$ cat config.mk
export PLATFORM = sky130hd
export DESIGN_NAME = seven_seg_scan_decoder_flat
export DESIGN_NICKNAME = d
export VERILOG_FILES = /design/src/rtl/seven_seg_scan_decoder_if.sv /design/src/rtl/seven_seg_scan_decoder.sv /design/src/flat_wrapper.sv
export SDC_FILE = /design/constraint.sdc
export NUM_CORES = 1
export LEC_CHECK = 0
export CORE_MARGIN = 2
export CORE_UTILIZATION = 55
export CTS_CLUSTER_SIZE = 30
export DETAILED_ROUTE_END_ITERATION = 8
export GPL_TIMING_DRIVEN = 0
export PLACE_DENSITY = 0.77
export SLEW_MARGIN = 20
export SYNTH_ARGS = -nofsm -noshare
export SYNTH_HDL_FRONTEND = slang
export SYNTH_SLANG_ARGS = --single-unit
$ cat constraint.sdc
create_clock -name clk -period 6.2 [get_ports clk]
set_clock_uncertainty 0.05 [all_clocks]
set_input_delay 0.62 -clock clk [delete_from_list [all_inputs] [get_ports clk]]
set_output_delay 0.62 -clock clk [all_outputs]
set_load 0.01 [all_outputs]
$ cat src/rtl/seven_seg_scan_decoder_if.sv
// Scanned display bus plus decoded-frame outputs shared between the clock core side and the host side.
interface seven_seg_scan_decoder_if #(
  parameter int unsigned NUM_DIGITS = 8
);
  logic                      en;
  logic                      clr_err;
  logic [6:0]                seg;
  logic                      dp;
  logic [NUM_DIGITS-1:0]     dispEn;
  logic [4*NUM_DIGITS-1:0]   frame_bcd;
  logic [NUM_DIGITS-1:0]     frame_dp;
  logic                      frame_valid;
  logic                      err;
  logic                      stale;

  modport master (
    output en, clr_err, seg, dp, dispEn,
    input  frame_bcd, frame_dp, frame_valid, err, stale
  );

  modport slave (
    input  en, clr_err, seg, dp, dispEn,
    output frame_bcd, frame_dp, frame_valid, err, stale
  );
endinterface

$ cat src/rtl/seven_seg_scan_decoder.sv
// Watches a multiplexed seven-segment bus, rejects transition ghosting and
// rebuilds a full BCD frame of all scanned digits.
module seven_seg_scan_decoder #(
  parameter int unsigned NUM_DIGITS     = 8,
  parameter int unsigned STABLE_CYCLES  = 4,
  parameter bit          SEG_ACTIVE_LOW = 1'b0,
  parameter bit          EN_ACTIVE_LOW  = 1'b0,
  parameter int unsigned TIMEOUT        = 65535
) (
  input  logic                    clk,
  input  logic                    rst_n,
  seven_seg_scan_decoder_if.slave bus
);

  localparam int unsigned CNT_W   = $clog2(STABLE_CYCLES);
  localparam int unsigned STALE_W = $clog2(TIMEOUT + 1);
  localparam int unsigned BCD_W   = 4 * NUM_DIGITS;

  typedef struct packed {
    logic [6:0]            seg;
    logic                  dp;
    logic [NUM_DIGITS-1:0] en;
  } sample_t;

  typedef enum logic [1:0] {
    ST_IDLE     = 2'd0,
    ST_SETTLE   = 2'd1,
    ST_CAPTURED = 2'd2
  } state_t;

  sample_t                r_sync1, r_sync2, r_sq;
  sample_t                w_norm;
  state_t                 r_state, w_state_nxt;
  logic [CNT_W-1:0]       r_cnt, w_cnt_nxt;
  logic [BCD_W-1:0]       r_shadow, w_shadow_nxt;
  logic [NUM_DIGITS-1:0]  r_shadow_dp, w_shadow_dp_nxt;
  logic [NUM_DIGITS-1:0]  r_seen, w_seen_nxt;
  logic [BCD_W-1:0]       r_frame_bcd;
  logic [NUM_DIGITS-1:0]  r_frame_dp;
  logic                   r_frame_valid;
  logic                   r_err;
  logic [STALE_W-1:0]     r_stale_cnt, w_stale_cnt_nxt;
  logic                   r_stale;
  logic                   w_equal, w_onehot, w_capture, w_publish, w_illegal;
  logic [3:0]             w_code;

  function automatic logic [3:0] f_decode(input logic [6:0] g);
    logic [3:0] code;
    case (g)
      7'h3F:   code = 4'h0;
      7'h06:   code = 4'h1;
      7'h5B:   code = 4'h2;
      7'h4F:   code = 4'h3;
      7'h66:   code = 4'h4;
      7'h6D:   code = 4'h5;
      7'h7D:   code = 4'h6;
      7'h07:   code = 4'h7;
      7'h7F:   code = 4'h8;
      7'h6F:   code = 4'h9;
      7'h00:   code = 4'hF;
      default: code = 4'hE;
    endcase
    return code;
  endfunction

  // Two-flop synchronizer on the raw bus, then the normalised sample register
  always_ff @(posedge clk or negedge rst_n) begin
    if (!rst_n) begin
      r_sync1 <= '0;
      r_sync2 <= '0;
      r_sq    <= '0;
    end else begin
      r_sync1 <= '{seg: bus.seg, dp: bus.dp, en: bus.dispEn};
      r_sync2 <= r_sync1;
      r_sq    <= w_norm;
    end
  end

  always_comb begin
    w_norm.seg = r_sync2.seg ^ {7{SEG_ACTIVE_LOW}};
    w_norm.dp  = r_sync2.dp ^ SEG_ACTIVE_LOW;
    w_norm.en  = r_sync2.en ^ {NUM_DIGITS{EN_ACTIVE_LOW}};
  end

  assign w_equal   = (w_norm == r_sq);
  assign w_onehot  = (r_sq.en != '0) && ((r_sq.en & (r_sq.en - NUM_DIGITS'(1))) == '0);
  assign w_code    = f_decode(r_sq.seg);
  assign w_illegal = (w_code == 4'hE);

  always_ff @(posedge clk or negedge rst_n) begin
    if (!rst_n) begin
      r_state <= ST_IDLE;
      r_cnt   <= '0;
    end else begin
      r_state <= w_state_nxt;
      r_cnt   <= w_cnt_nxt;
    end
  end

  // A digit is accepted only after STABLE_CYCLES identical one-hot samples
  always_comb begin
    w_state_nxt = r_state;
    w_cnt_nxt   = r_cnt;
    w_capture   = 1'b0;
    if (!bus.en || !w_onehot) begin
      w_state_nxt = ST_IDLE;
      w_cnt_nxt   = '0;
    end else begin
      case (r_state)
        ST_IDLE: begin
          w_state_nxt = ST_SETTLE;
          w_cnt_nxt   = '0;
        end
        ST_SETTLE: begin
          if (!w_equal) begin
            w_cnt_nxt = '0;
          end else if (r_cnt == CNT_W'(STABLE_CYCLES - 1)) begin
            w_capture   = 1'b1;
            w_state_nxt = ST_CAPTURED;
            w_cnt_nxt   = '0;
          end else begin
            w_cnt_nxt = r_cnt + CNT_W'(1);
          end
        end
        ST_CAPTURED: begin
          if (!w_equal) begin
            w_state_nxt = ST_SETTLE;
            w_cnt_nxt   = '0;
          end
        end
        default: begin
          w_state_nxt = ST_IDLE;
          w_cnt_nxt   = '0;
        end
      endcase
    end
  end

  // Shadow frame with the incoming digit merged in
  always_comb begin
    w_shadow_nxt    = r_shadow;
    w_shadow_dp_nxt = r_shadow_dp;
    w_seen_nxt      = r_seen | r_sq.en;
    for (int i = 0; i < int'(NUM_DIGITS); i++) begin
      if (r_sq.en[i]) begin
        w_shadow_nxt[4*i +: 4] = w_code;
        w_shadow_dp_nxt[i]     = r_sq.dp;
      end
    end
  end

  assign w_publish = w_capture && (&w_seen_nxt);

  always_comb begin
    if (w_capture)
      w_stale_cnt_nxt = '0;
    else if (r_stale_cnt == STALE_W'(TIMEOUT))
      w_stale_cnt_nxt = r_stale_cnt;
    else
      w_stale_cnt_nxt = r_stale_cnt + STALE_W'(1);
  end

  always_ff @(posedge clk or negedge rst_n) begin
    if (!rst_n) begin
      r_shadow      <= {NUM_DIGITS{4'hF}};
      r_shadow_dp   <= '0;
      r_seen        <= '0;
      r_frame_bcd   <= {NUM_DIGITS{4'hF}};
      r_frame_dp    <= '0;
      r_frame_valid <= 1'b0;
      r_err         <= 1'b0;
      r_stale_cnt   <= '0;
      r_stale       <= 1'b0;
    end else begin
      if (w_capture) begin
        r_shadow    <= w_shadow_nxt;
        r_shadow_dp <= w_shadow_dp_nxt;
        r_seen      <= w_publish ? '0 : w_seen_nxt;
      end
      if (w_publish) begin
        r_frame_bcd <= w_shadow_nxt;
        r_frame_dp  <= w_shadow_dp_nxt;
      end
      r_frame_valid <= w_publish;
      // Setting on an illegal capture outranks a simultaneous clear
      if (w_capture && w_illegal)
        r_err <= 1'b1;
      else if (bus.clr_err)
        r_err <= 1'b0;
      r_stale_cnt <= w_stale_cnt_nxt;
      r_stale     <= (w_stale_cnt_nxt == STALE_W'(TIMEOUT));
    end
  end

  assign bus.frame_bcd   = r_frame_bcd;
  assign bus.frame_dp    = r_frame_dp;
  assign bus.frame_valid = r_frame_valid;
  assign bus.err         = r_err;
  assign bus.stale       = r_stale;

endmodule

$ cat src/flat_wrapper.sv
// flat-port wrapper written by rule: the top's interface ports become plain ports
module seven_seg_scan_decoder_flat 
#(
  parameter int unsigned NUM_DIGITS     = 8,
  parameter int unsigned STABLE_CYCLES  = 4,
  parameter bit          SEG_ACTIVE_LOW = 1'b0,
  parameter bit          EN_ACTIVE_LOW  = 1'b0,
  parameter int unsigned TIMEOUT        = 65535
)
  (clk, rst_n, bus_en, bus_clr_err, bus_seg, bus_dp, bus_dispEn, bus_frame_bcd, bus_frame_dp, bus_frame_valid, bus_err, bus_stale);
  seven_seg_scan_decoder_if #(.NUM_DIGITS(NUM_DIGITS)) bus_i ();
  input  logic clk;
  input  logic rst_n;
  input wire logic [$bits(bus_i.en)-1:0] bus_en;
  input wire logic [$bits(bus_i.clr_err)-1:0] bus_clr_err;
  input wire logic [$bits(bus_i.seg)-1:0] bus_seg;
  input wire logic [$bits(bus_i.dp)-1:0] bus_dp;
  input wire logic [$bits(bus_i.dispEn)-1:0] bus_dispEn;
  output wire logic [$bits(bus_i.frame_bcd)-1:0] bus_frame_bcd;
  output wire logic [$bits(bus_i.frame_dp)-1:0] bus_frame_dp;
  output wire logic [$bits(bus_i.frame_valid)-1:0] bus_frame_valid;
  output wire logic [$bits(bus_i.err)-1:0] bus_err;
  output wire logic [$bits(bus_i.stale)-1:0] bus_stale;
  assign bus_i.en = bus_en;
  assign bus_i.clr_err = bus_clr_err;
  assign bus_i.seg = bus_seg;
  assign bus_i.dp = bus_dp;
  assign bus_i.dispEn = bus_dispEn;
  assign bus_frame_bcd = bus_i.frame_bcd;
  assign bus_frame_dp = bus_i.frame_dp;
  assign bus_frame_valid = bus_i.frame_valid;
  assign bus_err = bus_i.err;
  assign bus_stale = bus_i.stale;
  seven_seg_scan_decoder #(.NUM_DIGITS(NUM_DIGITS), .STABLE_CYCLES(STABLE_CYCLES), .SEG_ACTIVE_LOW(SEG_ACTIVE_LOW), .EN_ACTIVE_LOW(EN_ACTIVE_LOW), .TIMEOUT(TIMEOUT)) u_core (.clk(clk), .rst_n(rst_n), .bus(bus_i));
endmodule
==> results.json <==
{
  "outcome": "finished clean",
  "final_critical_path_setup_slack_ns": 3.299,
  "coreArea_sq_um": 12160,
  "grtUsageTotal_pct": 24.93,
  "drc_errors": 0,
  "worstPathRequired_ns": 6.53,
  "initial_utilization_pct": 56.88,
  "period_minus_slack_ns": 2.901,
  "io_buffers": 62,
  "endpoint_kind": "flop",
  "critPathLaunchType": "flop",
  "critPathMaxFanout": 10,
  "final_common_cell": "dfrtp_1",
  "gr-total-overflow": 0,
  "num_rows": 40,
  "cts_tree": "done",
  "drtIter0Drc": 302,
  "rsz0062_at_grt": "no",
  "grt_pass1_vias": 4831,
  "max-slew-margin-rel_pct": 46.94,
  "hold_viol": 0,
  "dpl-instance-area_sq_um": 7781,
  "ant_nets": 0,
  "p_per_area_nw_per_um2": 257.4,
  "antenna_found_initial": 0,
  "async_flop_share_pct": 100.0,
  "clkTransAtPathRegs_ns": 0.06,
  "die_w_microns": 116.2,
  "synth_flop_cell": "dfrtp_1",
  "rrSetupSlack_ns": 3.30,
  "clock-root-buffer": "clkbuf_16",
  "synth_nets": 590,
  "die_area_sq_um": 13490,
  "dp_hpwl_mm": 10.42,
  "hold_class": "input port to asynchronous set/reset pin",
  "clock_latency_ns": 0.43,
  "layout_common_cells": "dfrtp_1, dfstp_2, clkdlybuf4s50_1",
  "multi_input_area_sq_um": 2651,
  "gp_congestion": 0.8675,
  "power_leakage_nw": 3.664,
  "area_delta_synth_final_pct": 20.42,
  "setup-violations-final": 0,
  "post-place-ws_ns": 3.323,
  "antenna_cells": 0,
  "post_drt_wl_per_cell_microns": 18.44,
  "fin_area_sq_um": 8330,
  "num-nets-final": 672,
  "fmax_ghz": 0.3447,
  "hold_buffers": 0,
  "ys_types": 62,
  "htreeDepth": 4,
  "ios": 63,
  "yosys_warnings": 0,
  "num_vias": 4688,
  "syn_area_per_cell_sq_um": 12.18,
  "wirelength_mm": 15.33,
  "post_cts_buffers": 0,
  "final-seq-area_sq_um": 4059,
  "cts_made_buffers": 17,
  "r2r-start": "u_core.r_sq[7]",
  "first_pass_iters": 4,
  "yosys_register_bits": 159,
  "rr_worst_depth": 9,
  "die_h_microns": 116.2,
  "vias_per_cell": 5.641,
  "cts_buffer_depth": 2,
  "cts-resized-gates": 0,
  "critPathKind": "flop to flop",
  "drive_gt1_share_pct": 26.55,
  "finalCritPeriodShare_pct": 46.79,
  "synth_edf_count": 0,
  "timing.rr.end": "u_core.bus.frame_bcd[28]",
  "final-instance-count-excl-fill": 831,
  "maxCapViolations": 0,
  "timing.hold.ws_ns": 0.07174,
  "nFillCells": 902,
  "tightest_slew_ns": 0.7916,
  "dp_cells": 799,
  "cts.sinks": 159,
  "grt_pass1_wl_mm": 25.10,
  "drv_slew": 0,
  "peakVddDrop_v": 0.0002399,
  "grt_max_degree": 94,
  "netlist_instances": 568,
  "cp.arrival_ns": 3.23,
  "netlist_area_sq_um": 6918,
  "power.total_mw": 2.145,
  "yosysSeqAreaShare_pct": 58.67
}
-- cell families (layout without fill, tap and decap cells) --
kind of cell | Yosys count | in the layout | share of synthesized area (%)
XOR/XNOR | 24 | 24 | 3.039
buffers and inverters | 43 | 138 | 3.002
multiplexers | 78 | 78 | 13.15
flip-flops | 159 | 159 | 58.67
AO/OA/AOI/OAI | 98 | 98 | 9.550
AND/OR/NAND/NOR | 163 | 163 | 12.08
adder cells (fa/ha/maj) | 3 | 3 | 0.5064
-- per-stage QoR --
| step | setup TNS (ns) | util [%] |
|---|---|---|
| 2_1_floorplan | 0 | - |
| 3_3_place_gp | -141.95 | 63.71 |
| 3_5_place_dp | 0 | 63.98 |
| 4_1_cts | 0 | 68.50 |
| 5_1_grt | 0 | 68.50 |
| 6_report | 0 | 68.50 |
-- final cells by class --
cell class	count	area share [%]
buffer	39	2.313
clock buffer	20	5.242
clock inverter	12	1.352
inverter	4	0.1802
multi-input combinational	366	31.83
sequential	159	48.72
tap	168	2.523
timing repair buffer	63	7.840
-- layer usage --
metal,wire [microns],share of wire (%),track usage (%),vias to the layer above
met1,6656,43,32.59,2372
li1,-,-,-,2174
met5,0,0,0,-
met2,7649,50,40.12,117
met4,322,2.1,11.35,0
met3,696,4.5,5.656,25
-- worst max-delay path: stages, from the launching register on --
cell and delay [ns]:
dfrtp_1 0.32, clkbuf_1 0.27, buf_2 0.35, o22a_1 0.17, o221ai_1 0.10, nor3_1 0.45, o2111ai_2 0.38, clkbuf_1 0.34
a211oi_1 0.29, a21o_1 0.12
-- state kept, by name (all words and copies together) (netlist names), 2 cells and up --
| register | count |
|---|---|
| u_core.r_sync2 | 16 |
| u_core.r_sq | 16 |
| u_core.r_stale_cnt | 16 |
| u_core.bus.frame_dp | 8 |
| u_core.bus.frame_bcd | 32 |
| u_core.r_cnt | 2 |
| u_core.r_sync1 | 16 |
| u_core.r_shadow_dp | 8 |
| u_core.r_state | 2 |
| u_core.r_seen | 8 |
| u_core.r_shadow | 32 |
-- worst max-delay path by stage --
| stage | endpoint | from | slack [ns] | depth (start not counted) |
|---|---|---|---|---|
| 6_report | u_core.bus.frame_bcd[28] | u_core.r_sq[7] | 3.30 | 9 |
| 4_1_cts | u_core.bus.frame_bcd[28] | u_core.r_sq[7] | 3.29 | 9 |
| 3_5_place_dp | u_core.bus.frame_bcd[28] | u_core.r_sq[7] | 3.32 | 9 |
| 2_1_floorplan | u_core.r_shadow_dp[5] | u_core.r_sq[1] | 3.86 | 8 |
| 5_1_grt | u_core.bus.frame_bcd[20] | u_core.r_sq[7] | 3.13 | 9 |
| 3_3_place_gp | u_core.r_shadow_dp[0] | rst_n | -1.50 | 1 |
-- Yosys cell counts (3+ instances only) --
cell type  number  share of area [%]
nor3_1          9               0.65
dfstp_2        64                 24
xor2_1          6               0.76
clkbuf_1       21                1.1
dfrtp_1        95                 34
buf_2          13               0.94
a41oi_1         3               0.38
nor2_1         59                3.2
and3_1          4               0.36
or3_1           3               0.27
mux2i_1        29                4.2
nand2_1        32                1.7
nor4_1          6               0.54
nand2b_1        4               0.36
and2_1          3               0.27
a21o_1         17                1.8
a31oi_1         4               0.36
o22ai_1         3               0.27
a211oi_1        9               0.98
nand4_1        15                1.4
inv_1           3               0.16
nand3_1        10               0.72
o21ai_0        21                1.5
xnor2_1        18                2.3
mux2_4         18                3.9
a21oi_1        21                1.5
mux2_2         31                5.0
buf_6           3               0.49
-- report_power, final --
group,switching [mW],total (mW),internal (mW)
Combinational,0.0628,0.102,0.0395
Clock,0.423,0.976,0.553
Sequential,0.0105,1.07,1.06
Total,0.496,2.14,1.65
(Power assumes the default switching activity.)
